### src/rtl/board_pkg.sv
// Shared board definitions: default geometry, cell encodings and the
// selector FSM state type used by board readers.
package board_pkg;

   localparam int CELL_W    = 8;
   localparam int NUM_CELLS = 9;

   localparam logic [CELL_W-1:0] EMPTY = 8'h00;
   localparam logic [CELL_W-1:0] X     = 8'h01;
   localparam logic [CELL_W-1:0] O     = 8'h02;

   typedef enum logic [1:0] {
      IDLE  = 2'd0,
      SCAN  = 2'd1,
      DRAIN = 2'd2
   } state_t;

endpackage

### src/rtl/board_out_slice.sv
// Valid/ready output register holding one cell word and its index.
// Loads whenever the register is empty or being drained this cycle.
module board_out_slice #(
   parameter int WIDTH = 8,
   parameter int SEL_W = 4
) (
   input  logic             clk,
   input  logic             rst,
   input  logic             load_req,
   input  logic [WIDTH-1:0] in_data,
   input  logic [SEL_W-1:0] in_idx,
   input  logic             out_ready,
   output logic             load_en,
   output logic [WIDTH-1:0] out_data,
   output logic [SEL_W-1:0] out_idx,
   output logic             out_valid
);

   assign load_en = !out_valid || out_ready;

   // With no request the word and index are kept; only valid drops.
   always_ff @(posedge clk or posedge rst) begin
      if (rst) begin
         out_data  <= '0;
         out_idx   <= '0;
         out_valid <= 1'b0;
      end else if (load_en) begin
         out_valid <= load_req;
         if (load_req) begin
            out_data <= in_data;
            out_idx  <= in_idx;
         end
      end
   end

endmodule

### src/rtl/board_cell_sel.sv
// Board cell selector: direct indexed reads or an autonomous in-order
// sweep of all cells, presented through a valid/ready output register.
module board_cell_sel
   import board_pkg::*;
#(
   parameter int WIDTH  = CELL_W,
   parameter int NUM_IN = NUM_CELLS,
   parameter int SEL_W  = 4
) (
   input  logic                    clk,
   input  logic                    rst,
   input  logic [NUM_IN*WIDTH-1:0] in_flat,
   input  logic                    mode,
   input  logic [SEL_W-1:0]        sel,
   input  logic                    sel_valid,
   input  logic                    scan_start,
   output logic [WIDTH-1:0]        out_data,
   output logic [SEL_W-1:0]        out_idx,
   output logic                    out_valid,
   input  logic                    out_ready,
   output logic                    busy,
   output logic                    scan_done,
   output logic                    sel_err
);

   localparam logic [SEL_W:0]   NUM_IN_W = (SEL_W+1)'(NUM_IN);
   localparam logic [SEL_W-1:0] LAST_IDX = SEL_W'(NUM_IN - 1);

   state_t           state_reg;
   logic [SEL_W-1:0] idx_reg;
   logic [WIDTH-1:0] cells [NUM_IN];
   logic [SEL_W-1:0] rd_idx;
   logic [WIDTH-1:0] rd_data;
   logic             load_req;
   logic             load_en;
   logic             sel_ok;

   genvar gi;
   generate
      for (gi = 0; gi < NUM_IN; gi++) begin : g_cells
         assign cells[gi] = in_flat[gi*WIDTH +: WIDTH];
      end
   endgenerate

   assign sel_ok = ({1'b0, sel} < NUM_IN_W);

   always_comb begin
      rd_idx   = (state_reg == SCAN) ? idx_reg : sel;
      load_req = 1'b0;
      if (state_reg == SCAN)
         load_req = 1'b1;
      else if (state_reg == IDLE && !mode && sel_valid && sel_ok)
         load_req = 1'b1;
      rd_data = '0;
      for (int k = 0; k < NUM_IN; k++)
         if (rd_idx == SEL_W'(k))
            rd_data = cells[k];
   end

   board_out_slice #(
      .WIDTH (WIDTH),
      .SEL_W (SEL_W)
   ) u_out (
      .clk       (clk),
      .rst       (rst),
      .load_req  (load_req),
      .in_data   (rd_data),
      .in_idx    (rd_idx),
      .out_ready (out_ready),
      .load_en   (load_en),
      .out_data  (out_data),
      .out_idx   (out_idx),
      .out_valid (out_valid)
   );

   always_ff @(posedge clk or posedge rst) begin
      if (rst) begin
         state_reg <= IDLE;
         idx_reg   <= '0;
         busy      <= 1'b0;
         scan_done <= 1'b0;
         sel_err   <= 1'b0;
      end else begin
         scan_done <= 1'b0;
         sel_err   <= 1'b0;
         case (state_reg)
            IDLE: begin
               if (mode && scan_start) begin
                  state_reg <= SCAN;
                  idx_reg   <= '0;
                  busy      <= 1'b1;
               end else if (!mode && sel_valid && !sel_ok) begin
                  sel_err <= 1'b1;
               end
            end
            SCAN: begin
               if (load_en) begin
                  if (idx_reg == LAST_IDX)
                     state_reg <= DRAIN;
                  else
                     idx_reg <= idx_reg + 1'b1;
               end
            end
            DRAIN: begin
               if (out_valid && out_ready) begin
                  state_reg <= IDLE;
                  busy      <= 1'b0;
                  scan_done <= 1'b1;
               end
            end
            default: state_reg <= IDLE;
         endcase
      end
   end

endmodule

### config.mk
export PLATFORM = sky130hd
export DESIGN_NAME = board_cell_sel
export DESIGN_NICKNAME = d
export VERILOG_FILES = /design/src/rtl/board_pkg.sv /design/src/rtl/board_out_slice.sv /design/src/rtl/board_cell_sel.sv
export SDC_FILE = /design/constraint.sdc
export NUM_CORES = 1
export LEC_CHECK = 0
export BUFFER_PORTS_ARGS = -buffer_cell sky130_fd_sc_hd__clkbuf_2
export CAP_MARGIN = 20
export CORE_ASPECT_RATIO = 1.25
export CORE_UTILIZATION = 40
export DETAILED_ROUTE_END_ITERATION = 6
export PLACE_DENSITY = 0.84
export SYNTH_ARGS = -nofsm -noshare
export SYNTH_HDL_FRONTEND = slang
export SYNTH_SLANG_ARGS = --single-unit
### constraint.sdc
create_clock -name clk -period 2.9 [get_ports clk]
set_clock_uncertainty 0.1 [all_clocks]
set_input_delay 0.145 -clock clk [delete_from_list [all_inputs] [get_ports clk]]
set_output_delay 0.145 -clock clk [all_outputs]
set_load 0.05 [all_outputs]
Yosys cells after proc, flatten, opt, wreduce, memory -nomap -nowiden
Cells that the tools add are included.
{"block": "op_classes", "n_addsub": 1, "order_cmp": 1, "eq_ne": 16, "muxes": 29, "reduce_logical": 19}
{"cell": "8-bit two-way mux", "count": 9}
{"cell": "4-bit by 3-bit == test with 1-bit output, second input constant", "count": 4}
{"cell": "4-bit two-way mux", "count": 4}
{"cell": "1-bit two-way mux", "count": 9}
{"cell": "4-bit by 2-bit == test with 1-bit output, second input constant", "count": 2}
{"cell": "4-bit == test, second input constant", "count": 2}
{"cell": "2-bit two-way mux", "count": 4}
{"cell": "4-bit one-hot mux with 2 select lines", "count": 1}
{"cell": "4-bit AND reduction", "count": 2}
{"cell": "1-bit logical AND", "count": 7}
{"cell": "2-bit != test, second input constant", "count": 3}
{"cell": "2-bit one-hot mux with 3 select lines", "count": 1}
{"cell": "4-bit by 1-bit adder with 4-bit output, second input constant", "count": 1}
{"cell": "4-bit by 1-bit == test with 1-bit output, second input constant", "count": 1}
{"cell": "4-bit logical NOT", "count": 1}
{"cell": "4-bit < comparator, second input constant", "count": 1}
{"cell": "2-bit by 1-bit != test with 1-bit output, second input constant", "count": 2}
{"cell": "2-bit nonzero test", "count": 2}
{"cell": "1-bit logical NOT", "count": 3}
{"cell": "3-bit AND reduction", "count": 1}
{"cell": "2-bit by 1-bit == test with 1-bit output, second input constant", "count": 1}
{"cell": "2-bit == test, second input constant", "count": 1}
{"cell": "2-bit logical NOT", "count": 1}
{"cell": "1-bit one-hot mux with 2 select lines", "count": 1}
{"cell": "2 further kinds", "count": 2}
{"block": "totals", "register_bits": 22, "input_bits": 82, "out_inout_bits": 16, "wordCells": 74}

Longest topological paths before layout
Gate-level depths: netlist (run 1).
{"block": "depth", "word_depth": 12, "mapped_depth": 9}

Cells and area by module
From an unflattened synthesis (run 1), not the netlist that was laid out.
{"block": "unflattened", "cells_unflattened": 266, "area_unflattened_um2": 2237.1}
{"mod": "board_cell_sel", "n_inst": 1, "cells_each": 236, "area_per_inst_um2": 1682.9}
{"mod": "board_out_slice", "n_inst": 1, "cells_each": 30, "area_per_inst_um2": 554.3}

Least setup slack after synthesis (run 1)
Ideal clock, no wire load.
{"block": "synth_path", "path_kind": "register to register", "startpoint": "register state_reg[0]", "endpoint": "register u_out.out_data[0]", "setup_time_ps": 131, "t_arrival_ps": 1740, "required_ps": 2669, "path_slack_ps": 929, "path_stages_with_launch": 9, "path_buffers": 2, "period_less_slack_ps": 1971, "path_cell_list": "dfrtp_1 > buf_4 > nand2b_4 > mux2i_4 > o211ai_2 > or4_1 > buf_2 > o22ai_1 > a21oi_1"}
{"block": "synth_between", "elab_chain_cells": 12}
{"element": "start: declaration", "line_no": "board_cell_sel.sv:29", "source": "state_t state_reg;"}
{"element": "start signal: assignment", "line_no": "board_cell_sel.sv:78", "source": "state_reg <= IDLE;"}
{"element": "start signal: assignment", "line_no": "board_cell_sel.sv:89", "source": "state_reg <= SCAN;"}
{"element": "start signal: assignment", "line_no": "board_cell_sel.sv:99", "source": "state_reg <= DRAIN;"}
{"element": "2-bit by 1-bit == test with 1-bit output", "line_no": "board_cell_sel.sv:48, board_cell_sel.sv:50"}
{"element": "4-bit two-way mux", "line_no": "board_cell_sel.sv:48", "source": "rd_idx = (state_reg == SCAN) ? idx_reg : sel;"}
{"element": "4-bit logical NOT", "line_no": "board_cell_sel.sv:56", "source": "if (rd_idx == SEL_W'(k))"}
{"element": "8-bit two-way mux (9 in a row)", "line_no": "board_cell_sel.sv:56"}
{"element": "end signal: assignment", "line_no": "board_out_slice.sv:30", "source": "out_data <= in_data;"}
{"element": "end: declaration", "line_no": "board_out_slice.sv:14", "source": "output logic [WIDTH-1:0] out_data,"}
Several ways; a longest one is shown, not always the timed one.
A chain may end at the register's enable or synchronous reset.

Worst setup path in the final report (run 1)
{"block": "layout_path", "startpoint": "register state_reg[1]", "endpoint": "register u_out.out_data[2]"}
Same word-level chain as after synthesis.

==> summary.md, run 1 <==
| Metric | Value |
|---|---|
| Outcome | `finished clean` |
| Num CTS Buffers | `3` |
| Clock period minus final worst setup slack | `2480 ps` |
| Share of post-route cells with drive strength above 1 | `36.7%` |
| CTS Sinks | `22` |
| Number of violations of the max-capacitance limit | `0` |
| Antenna violations before repair | `0` |
| Hold depth | `3` |
| Pwr/cell area | `1040 nW/um^2` |
| Category of the worst setup path launch point | `flip-flop` |
| Number of fillers in the final layout | `433` |
| Final Cycle Share | `85.6%` |
| Pin count of the biggest net entering global routing | `23` |
| Remaining DRCs | `0` |
| Post-route antenna net violation count | `0` |
| Global-route usage over all layers | `25.2%` |
| Synth area leader | `dfrtp_1` |
| Full die area | `4820 um^2` |
| Count of pins over their slew limit | `0` |
| Final standard cell area without fillers | `2390 um^2` |
| Number of search-and-repair iterations in the first detailed-routing pass | `5` |
| Initial core utilization | `41.4%` |
| Routed WL per cell | `15.7 um` |
| Pleak | `1.19 nW` |
| Global route overflow | `0` |
| Number of buffers and inverters on the critical path | `0` |
| Cells on worst reg2reg path | `6` |
| Largest stage delay, worst path | `590 ps` |
| Via-per-instance ratio | `5.82` |
| Post-Synthesis Net Count | `315` |
| Number of flip-flops in the largest register | `8` |
| Wire length reported by the detailed router | `6.00 mm` |
| Worst Path Max Fanout | `13` |
| Register-to-Register Setup Slack | `420 ps` |
| Width of the chip | `62.3 um` |
| Flip-flop and latch count after synthesis | `22` |
| Worst min-delay path class | `in2reg` |
| Std cell rows | `27` |
| Worst Tran Pin Value | `877 ps` |
| VDD IR max | `0.427 mV` |
| Number of enable flip-flop cells after synthesis | `0` |
| Clock tree from TritonCTS | `built` |
| Number of failing setup endpoints in the final timing report | `0` |
| Synthesized netlist cell count | `231` |
| Area contributors post-synth | `dfrtp_1 (30%), nand2_1 (8.5%), a21oi_1 (7.7%)` |
| Die extent in y | `77.4 um` |
| Clock-pin slew of the registers on the worst-case setup and hold paths | `80 ps` |
| Kind of critical path | `reg2reg` |
| Root buf cell | `clkbuf_8` |
| Total Power | `0.00248 W` |
| Summed instance area of the synthesized netlist | `1820 um^2` |
| Clock insertion delay at the later pin of the skew report | `260 ps` |
| Number of nets at the end of the flow | `410` |
| Critical path capture point type | `flip-flop` |
| Wire length of the first global-routing pass | `9.52 mm` |
| # port buffers | `97` |
| Number of ports placed on the die boundary | `98` |
| Kind of cell with the highest combined delay on the critical path | `simple AND/OR/NAND/NOR gates` |
| Post-synth top cells | `nand2_1 (41), a21oi_1 (28), dfrtp_1 (22), inv_1 (22), o22ai_1 (14)` |
| Post-synth top flop | `dfrtp_1` |
| Worst Hold End | `sel_err$_DFF_PP0_` |
| Avg Synthesized Cell Area | `7.87 um^2` |
| Worst Hold Margin | `7.03 ps` |
| Post-synth ARST share | `100%` |
| Number of cells on the critical path | `6` |
| Sum of net half-perimeters after detailed placement | `4.71 mm` |
| Hold path startpoint | `sel_valid` |
| Vias in the first global route | `2098` |
| Max frequency | `403 MHz` |
| CP cell instances | `nand2b_4, mux2i_4, o211ai_2, or4_1, o22ai_1, a21oi_1` |
| Final Non-Filler Cells | `382` |
| CP max stage cell | `or4_1` |
| Most numerous cell in the Yosys netlist | `nand2_1` |
| Worst slew margin relative to its limit | `41.5%` |
| Growth of design area from synthesis to finish | `31.5%` |
| Yosys top cell area share | `30.3%` |
| Sum Neg Setup Slack | `0 ps` |
| Placeable core region | `4390 um^2` |
| Data arrival at the endpoint of the critical path | `2510 ps` |
| Starting DRT DRC Count | `169` |
| Total number of vias | `2224` |
| Required time of the worst setup path | `2930 ps` |
| Placed instance area | `2340 um^2` |
| YS warnings | `0` |
| Gpl congestion | `0.906` |
| Critical register-to-register path startpoint | `state_reg[1]$_DFFE_PP0P_` |
| Post-Place Cells | `378` |
| Setup repair after global routing missed its margin | `no` |
| Final Hold Fails | `0` |
| Part of the Yosys area used for sequential elements | `30.3%` |
| Maximum buffer depth of the clock tree | `2` |
| R2r endpoint | `u_out.out_data[2]$_DFFE_PP0P_` |
| CTS H-tree depth | `1` |
| Number of antenna repair diodes | `0` |
| Distinct cell type count after synthesis | `45` |
## report_power, final
| part | switching (W) | internal [W] |
|---|---|---|
| clock network | 0.0000959 | 0.0000926 |
| logic | 0.00113 | 0.000591 |
| registers | 0.000136 | 0.000437 |
| total | 0.00136 | 0.00112 |
## how the worst max path moves through the flow
stage                                   startpoint                             to  slack (ps)
after floorplan           state_reg[0]$_DFFE_PP0P_  u_out.out_data[0]$_DFFE_PP0P_         930
after global placement    state_reg[1]$_DFFE_PP0P_  u_out.out_data[7]$_DFFE_PP0P_         520
after detailed placement  state_reg[1]$_DFFE_PP0P_  u_out.out_data[2]$_DFFE_PP0P_         460
after CTS                 state_reg[1]$_DFFE_PP0P_  u_out.out_data[2]$_DFFE_PP0P_         440
after global routing      state_reg[0]$_DFFE_PP0P_  u_out.out_data[2]$_DFFE_PP0P_         190
final                     state_reg[1]$_DFFE_PP0P_  u_out.out_data[2]$_DFFE_PP0P_         420
## routing by layer
metal / track usage [%] / vias to the layer above / part of all wire [%]
met3: 3.53 / 22 / 7.6
met4: 13.5 / 0 / 3.7
li1: - / 1042 / -
met1: 29.5 / 1032 / 38
met2: 44.2 / 128 / 51
met5: 0 / - / 0
## layout make-up
cell class / instances / area, um^2 / share of cell area, %
timing repair buffer: 102 / 526 / 22.0
inverter: 22 / 82.6 / 3.45
multi-input combinational: 175 / 1120 / 46.8
clock buffer: 3 / 41.3 / 1.73
sequential: 22 / 551 / 23.0
tap: 58 / 72.6 / 3.04
## cell families (layout without fill, tap and decap cells)
kind of cell	after synthesis	after routing	share of synthesized area [%]
AO/OA/AOI/OAI	88	88	33.4
XOR/XNOR	2	2	0.964
adder cells (fa/ha/maj)	2	2	1.38
buffers and inverters	34	127	8.19
flip-flops	22	22	30.3
multiplexers	3	3	3.10
AND/OR/NAND/NOR	80	80	22.6
## repair_timing
action	in CTS	in global routing
endpoints found under the hold margin	22	0
gates resized for setup	0	0
hold buffers	1	0
endpoints found under the setup margin	0	0
setup buffers	0	0
## metrics by stage
| step | utilization, % | setup slack, ps |
|---|---|---|
| floorplan | - | 929 |
| global placement | 53.3 | 517 |
| detailed placement | 53.3 | 456 |
| CTS | 54.4 | 445 |
| global route | 54.4 | 190 |
| finish | 54.4 | 418 |
## worst register-to-register path, cell delays in order, from the launching register on
cell and delay, ps:
dfrtp_1 560, nand2b_4 340, mux2i_4 350, o211ai_2 160, or4_1 590, o22ai_1 200, a21oi_1 60
## cell usage in the layout (no fill, tap or decap), types with 3 or more instances in the layout
| master | count |
|---|---|
| o21ai_0 | 4 |
| o21bai_1 | 3 |
| nand2_1 | 41 |
| o22ai_1 | 14 |
| a21oi_1 | 28 |
| clkbuf_8 | 3 |
| clkbuf_2 | 97 |
| nand3_1 | 5 |
| o32ai_1 | 8 |
| a22o_1 | 7 |
| nor2b_1 | 4 |
| dfrtp_1 | 22 |
| nor2_1 | 11 |
| a221oi_1 | 7 |
| a31oi_1 | 6 |
| buf_4 | 4 |
| inv_1 | 22 |
Power figures use the tool's default switching activity.
==> run 2, diff against run 1 <==
--- a/config.mk
+++ b/config.mk
@@ -5,12 +5,12 @@
 export SDC_FILE = /design/constraint.sdc
 export NUM_CORES = 1
 export LEC_CHECK = 0
-export BUFFER_PORTS_ARGS = -buffer_cell sky130_fd_sc_hd__clkbuf_2
+export BUFFER_PORTS_ARGS = -buffer_cell sky130_fd_sc_hd__buf_2
 export CAP_MARGIN = 20
 export CORE_ASPECT_RATIO = 1.25
 export CORE_UTILIZATION = 40
 export DETAILED_ROUTE_END_ITERATION = 6
-export PLACE_DENSITY = 0.84
+export PLACE_DENSITY = 0.73
 export SYNTH_ARGS = -nofsm -noshare
 export SYNTH_HDL_FRONTEND = slang
 export SYNTH_SLANG_ARGS = --single-unit
==> run 2 against run 1 <==
  * Power up 2.8%
  * Sequential share of layout area down 0.20 points
  * Global-route usage down 0.14 points
  * Utilization up 0.48 points
  * First-iteration DRC count down 17%
  * Via count down 1.3%
  * Register-to-register slack worse by 60 ps
  * Setup slack worse by 58 ps
  * Die area unchanged
  * Non-clock buffer count up 1
==> summary.md, run 2 (synthesized netlist as in run 1, its figures left out) <==
| Metric | Value |
|---|---|
| Clock period minus final worst setup slack | `2540 ps (+57.5 ps)` |
| Antenna violations before repair | `0 (unchanged)` |
| Post-route antenna net violation count | `0 (unchanged)` |
| R2r endpoint | `u_out.out_data[2]$_DFFE_PP0P_` |
| Routed met3 length | `401 um (-11%)` |
| Std cell rows | `27 (unchanged)` |
| Number of failing setup endpoints in the final timing report | `0 (unchanged)` |
| Total net switching power | `0.00139 W (+2.2%)` |
| Share of total power in combinational logic | `68.5% (-0.8 points)` |
| CP cell instances | `nand2b_4, mux2i_4, o211ai_2, or4_1, o22ai_1, a21oi_1` |
| Wire length of the first global-routing pass | `9.41 mm (-1.1%)` |
| Required time of the worst setup path | `2940 ps (about the same)` |
| Starting DRT DRC Count | `140 (-17%)` |
| Pre-CTS setup slack | `425 ps (-31.3 ps)` |
| VDD IR max | `0.448 mV (+4.8%)` |
| Num CTS Buffers | `3 (unchanged)` |
| Setup repair after global routing missed its margin | `no` |
| Worst Path Max Fanout | `13 (unchanged)` |
| Critical path capture point type | `flip-flop` |
| Final Cycle Share | `87.6% (+2.0 points)` |
| Kind of critical path | `reg2reg` |
| CTS H-tree depth | `1 (unchanged)` |
| Switching Fraction | `54.6% (-0.32 points)` |
| Data arrival at the endpoint of the critical path | `2580 ps (+70 ps)` |
| Share of total power in sequential cells | `22.5% (-0.6 points)` |
| Top routing layer used | `met4` |
| Pwr/cell area | `1060 nW/um^2 (+1.8%)` |
| Number of flip-flops in the largest register | `8 (unchanged)` |
| Worst Hold End | `sel_err$_DFF_PP0_` |
| Worst setup margin | `361 ps (-57.5 ps)` |
| Full die area | `4820 um^2 (unchanged)` |
| Number of search-and-repair iterations in the first detailed-routing pass | `4 (-1)` |
| Sum of net half-perimeters after detailed placement | `4.81 mm (+2.2%)` |
| Setup repair bufs after CTS | `0 (unchanged)` |
| Initial core utilization | `41.4% (unchanged)` |
| Post-Place Cells | `379 (+0.26%)` |
| Hold depth | `3 (unchanged)` |
| Count of pins over their slew limit | `0 (unchanged)` |
| Sum Neg Setup Slack | `0 ps (unchanged)` |
| Most common library cell in the layout ignoring fill and taps | `buf_2` |
| Share of post-route cells with drive strength above 1 | `37.1% (+0.39 points)` |
| # port buffers | `97 (unchanged)` |
| Metal-1 WL | `2.31 mm (+1.6%)` |
| Worst Hold Margin | `8.15 ps (+1.13 ps)` |
| Final Hold Fails | `0 (unchanged)` |
| Number of violations of the max-capacitance limit | `0 (unchanged)` |
| Global-route usage over all layers | `25.0% (-0.14 points)` |
| Cells on worst reg2reg path | `6 (unchanged)` |
| Max frequency | `394 MHz (-2.3%)` |
| Via-per-instance ratio | `5.71 (-1.9%)` |
| CP max stage cell | `or4_1` |
| Wire length reported by the detailed router | `6.06 mm (+0.95%)` |
| Highest-count cells in the layout ignoring fill and taps | `buf_2 (97), nand2_1 (41), a21oi_1 (28)` |
| Growth of design area from synthesis to finish | `32.7%` |
| Clk pwr share | `9.0% (+1.4 points)` |
| End-of-flow core utilization | `54.9% (+0.48 points)` |
| Clock-pin slew of the registers on the worst-case setup and hold paths | `80 ps (about the same)` |
| Total number of vias | `2194 (-1.3%)` |
| Global route overflow | `0 (unchanged)` |
| Routed WL per cell | `15.8 um (+0.42%)` |
| Root buf cell | `clkbuf_8` |
| Register-to-Register Setup Slack | `360 ps (-60 ps)` |
| Final Non-Filler Cells | `384 (+0.52%)` |
| Gpl congestion | `0.871 (-3.8%)` |
| Placeable core region | `4390 um^2 (unchanged)` |
| Remaining DRCs | `0 (unchanged)` |
| Pin count of the biggest net entering global routing | `23 (unchanged)` |
| Length of routed met2 wiring | `3.15 mm (+3.4%)` |
| Cell internal pwr | `0.00116 W (+3.5%)` |
| Category of the worst setup path launch point | `flip-flop` |
| Number of ports placed on the die boundary | `98 (unchanged)` |
| Largest stage delay, worst path | `590 ps (about the same)` |
| Hold path startpoint | `sel_valid` |
| CTS Sinks | `22 (unchanged)` |
| Vias in the first global route | `2071 (-1.3%)` |
| Number of fillers in the final layout | `455 (+5.1%)` |
| Clock insertion delay at the later pin of the skew report | `270 ps (about the same)` |
| Clock tree from TritonCTS | `built` |
| Number of antenna repair diodes | `0 (unchanged)` |
| Pleak | `1.18 nW (-0.75%)` |
| Worst slew margin relative to its limit | `44.5% (+3.0 points)` |
| Worst min-delay path class | `in2reg` |
| Width of the chip | `62.3 um (unchanged)` |
| Die extent in y | `77.4 um (unchanged)` |
| Maximum buffer depth of the clock tree | `2 (unchanged)` |
| Worst Tran Pin Value | `832 ps (-45.5 ps)` |
| Number of nets at the end of the flow | `411 (+0.24%)` |
| Outcome | `finished clean` |
| Critical register-to-register path startpoint | `state_reg[1]$_DFFE_PP0P_` |
[run 2: cell types whose count changed in the layout (fill, tap and decap cells not counted), sizes merged]
cell,before,now
buf,4,102
clkbuf,100,4
[run 2: repair_timing]
action	4_1_cts	5_1_grt
gates resized for setup	0	0
hold buffers	1	0
endpoints found under the hold margin	22	0
[run 2: worst max-delay path: cells and delay by family, from the launching register on]
kind             cells  cell delay, ps
AND/OR/NAND/NOR      2             920
flip-flops           1             550
AO/OA/AOI/OAI        3             480
multiplexers         1             350
[run 2: how the worst max path moves through the flow]
| stage | endpoint | from | cells after the start | slack, ps |
|---|---|---|---|---|
| floorplan | u_out.out_data[0]$_DFFE_PP0P_ | state_reg[0]$_DFFE_PP0P_ | 8 | 930 |
| global placement | u_out.out_data[2]$_DFFE_PP0P_ | state_reg[1]$_DFFE_PP0P_ | 6 | 440 |
| detailed placement | u_out.out_data[2]$_DFFE_PP0P_ | state_reg[1]$_DFFE_PP0P_ | 6 | 420 |
| CTS | u_out.out_data[2]$_DFFE_PP0P_ | state_reg[1]$_DFFE_PP0P_ | 6 | 410 |
| global route | u_out.out_data[2]$_DFFE_PP0P_ | state_reg[1]$_DFFE_PP0P_ | 6 | 220 |
| finish | u_out.out_data[2]$_DFFE_PP0P_ | state_reg[1]$_DFFE_PP0P_ | 6 | 360 |
[run 2: stage by stage]
stage | total power, W | instance area, um^2
6_report | 0.00255 | 2410
5_1_grt | 0.00271 | 2410
4_1_cts | 0.00254 | 2410
3_5_place_dp | 0.00230 | 2350
3_3_place_gp | 0.00228 | 2350
2_1_floorplan | 0.00187 | 1820
[run 2: layer usage]
| layer | track usage, % | vias to the layer above |
|---|---|---|
| li1 | - | 1048 |
| met1 | 28.3 | 1000 |
| met2 | 44.6 | 126 |
| met3 | 3.82 | 20 |
| met4 | 14.0 | 0 |
| met5 | 0 | - |
[run 2: area by class of cell]
class,count,area [um^2],area share (%)
Multi-Input combinational cell,175,1120,46.4
Sequential cell,22,551,22.8
Timing Repair Buffer,103,533,22.1
Inverter,22,82.6,3.42
Tap cell,58,72.6,3.01
Clock buffer,4,55.1,2.28
[run 2: power by group through the flow]
stage | combinational, W | clock, W | sequential, W
after floorplan | 0.00101 | 0 | 0.000860
after global placement | 0.00170 | 0 | 0.000574
after detailed placement | 0.00173 | 0 | 0.000575
after CTS | 0.00173 | 0.000233 | 0.000572
after global routing | 0.00187 | 0.000253 | 0.000590
final | 0.00175 | 0.000229 | 0.000574
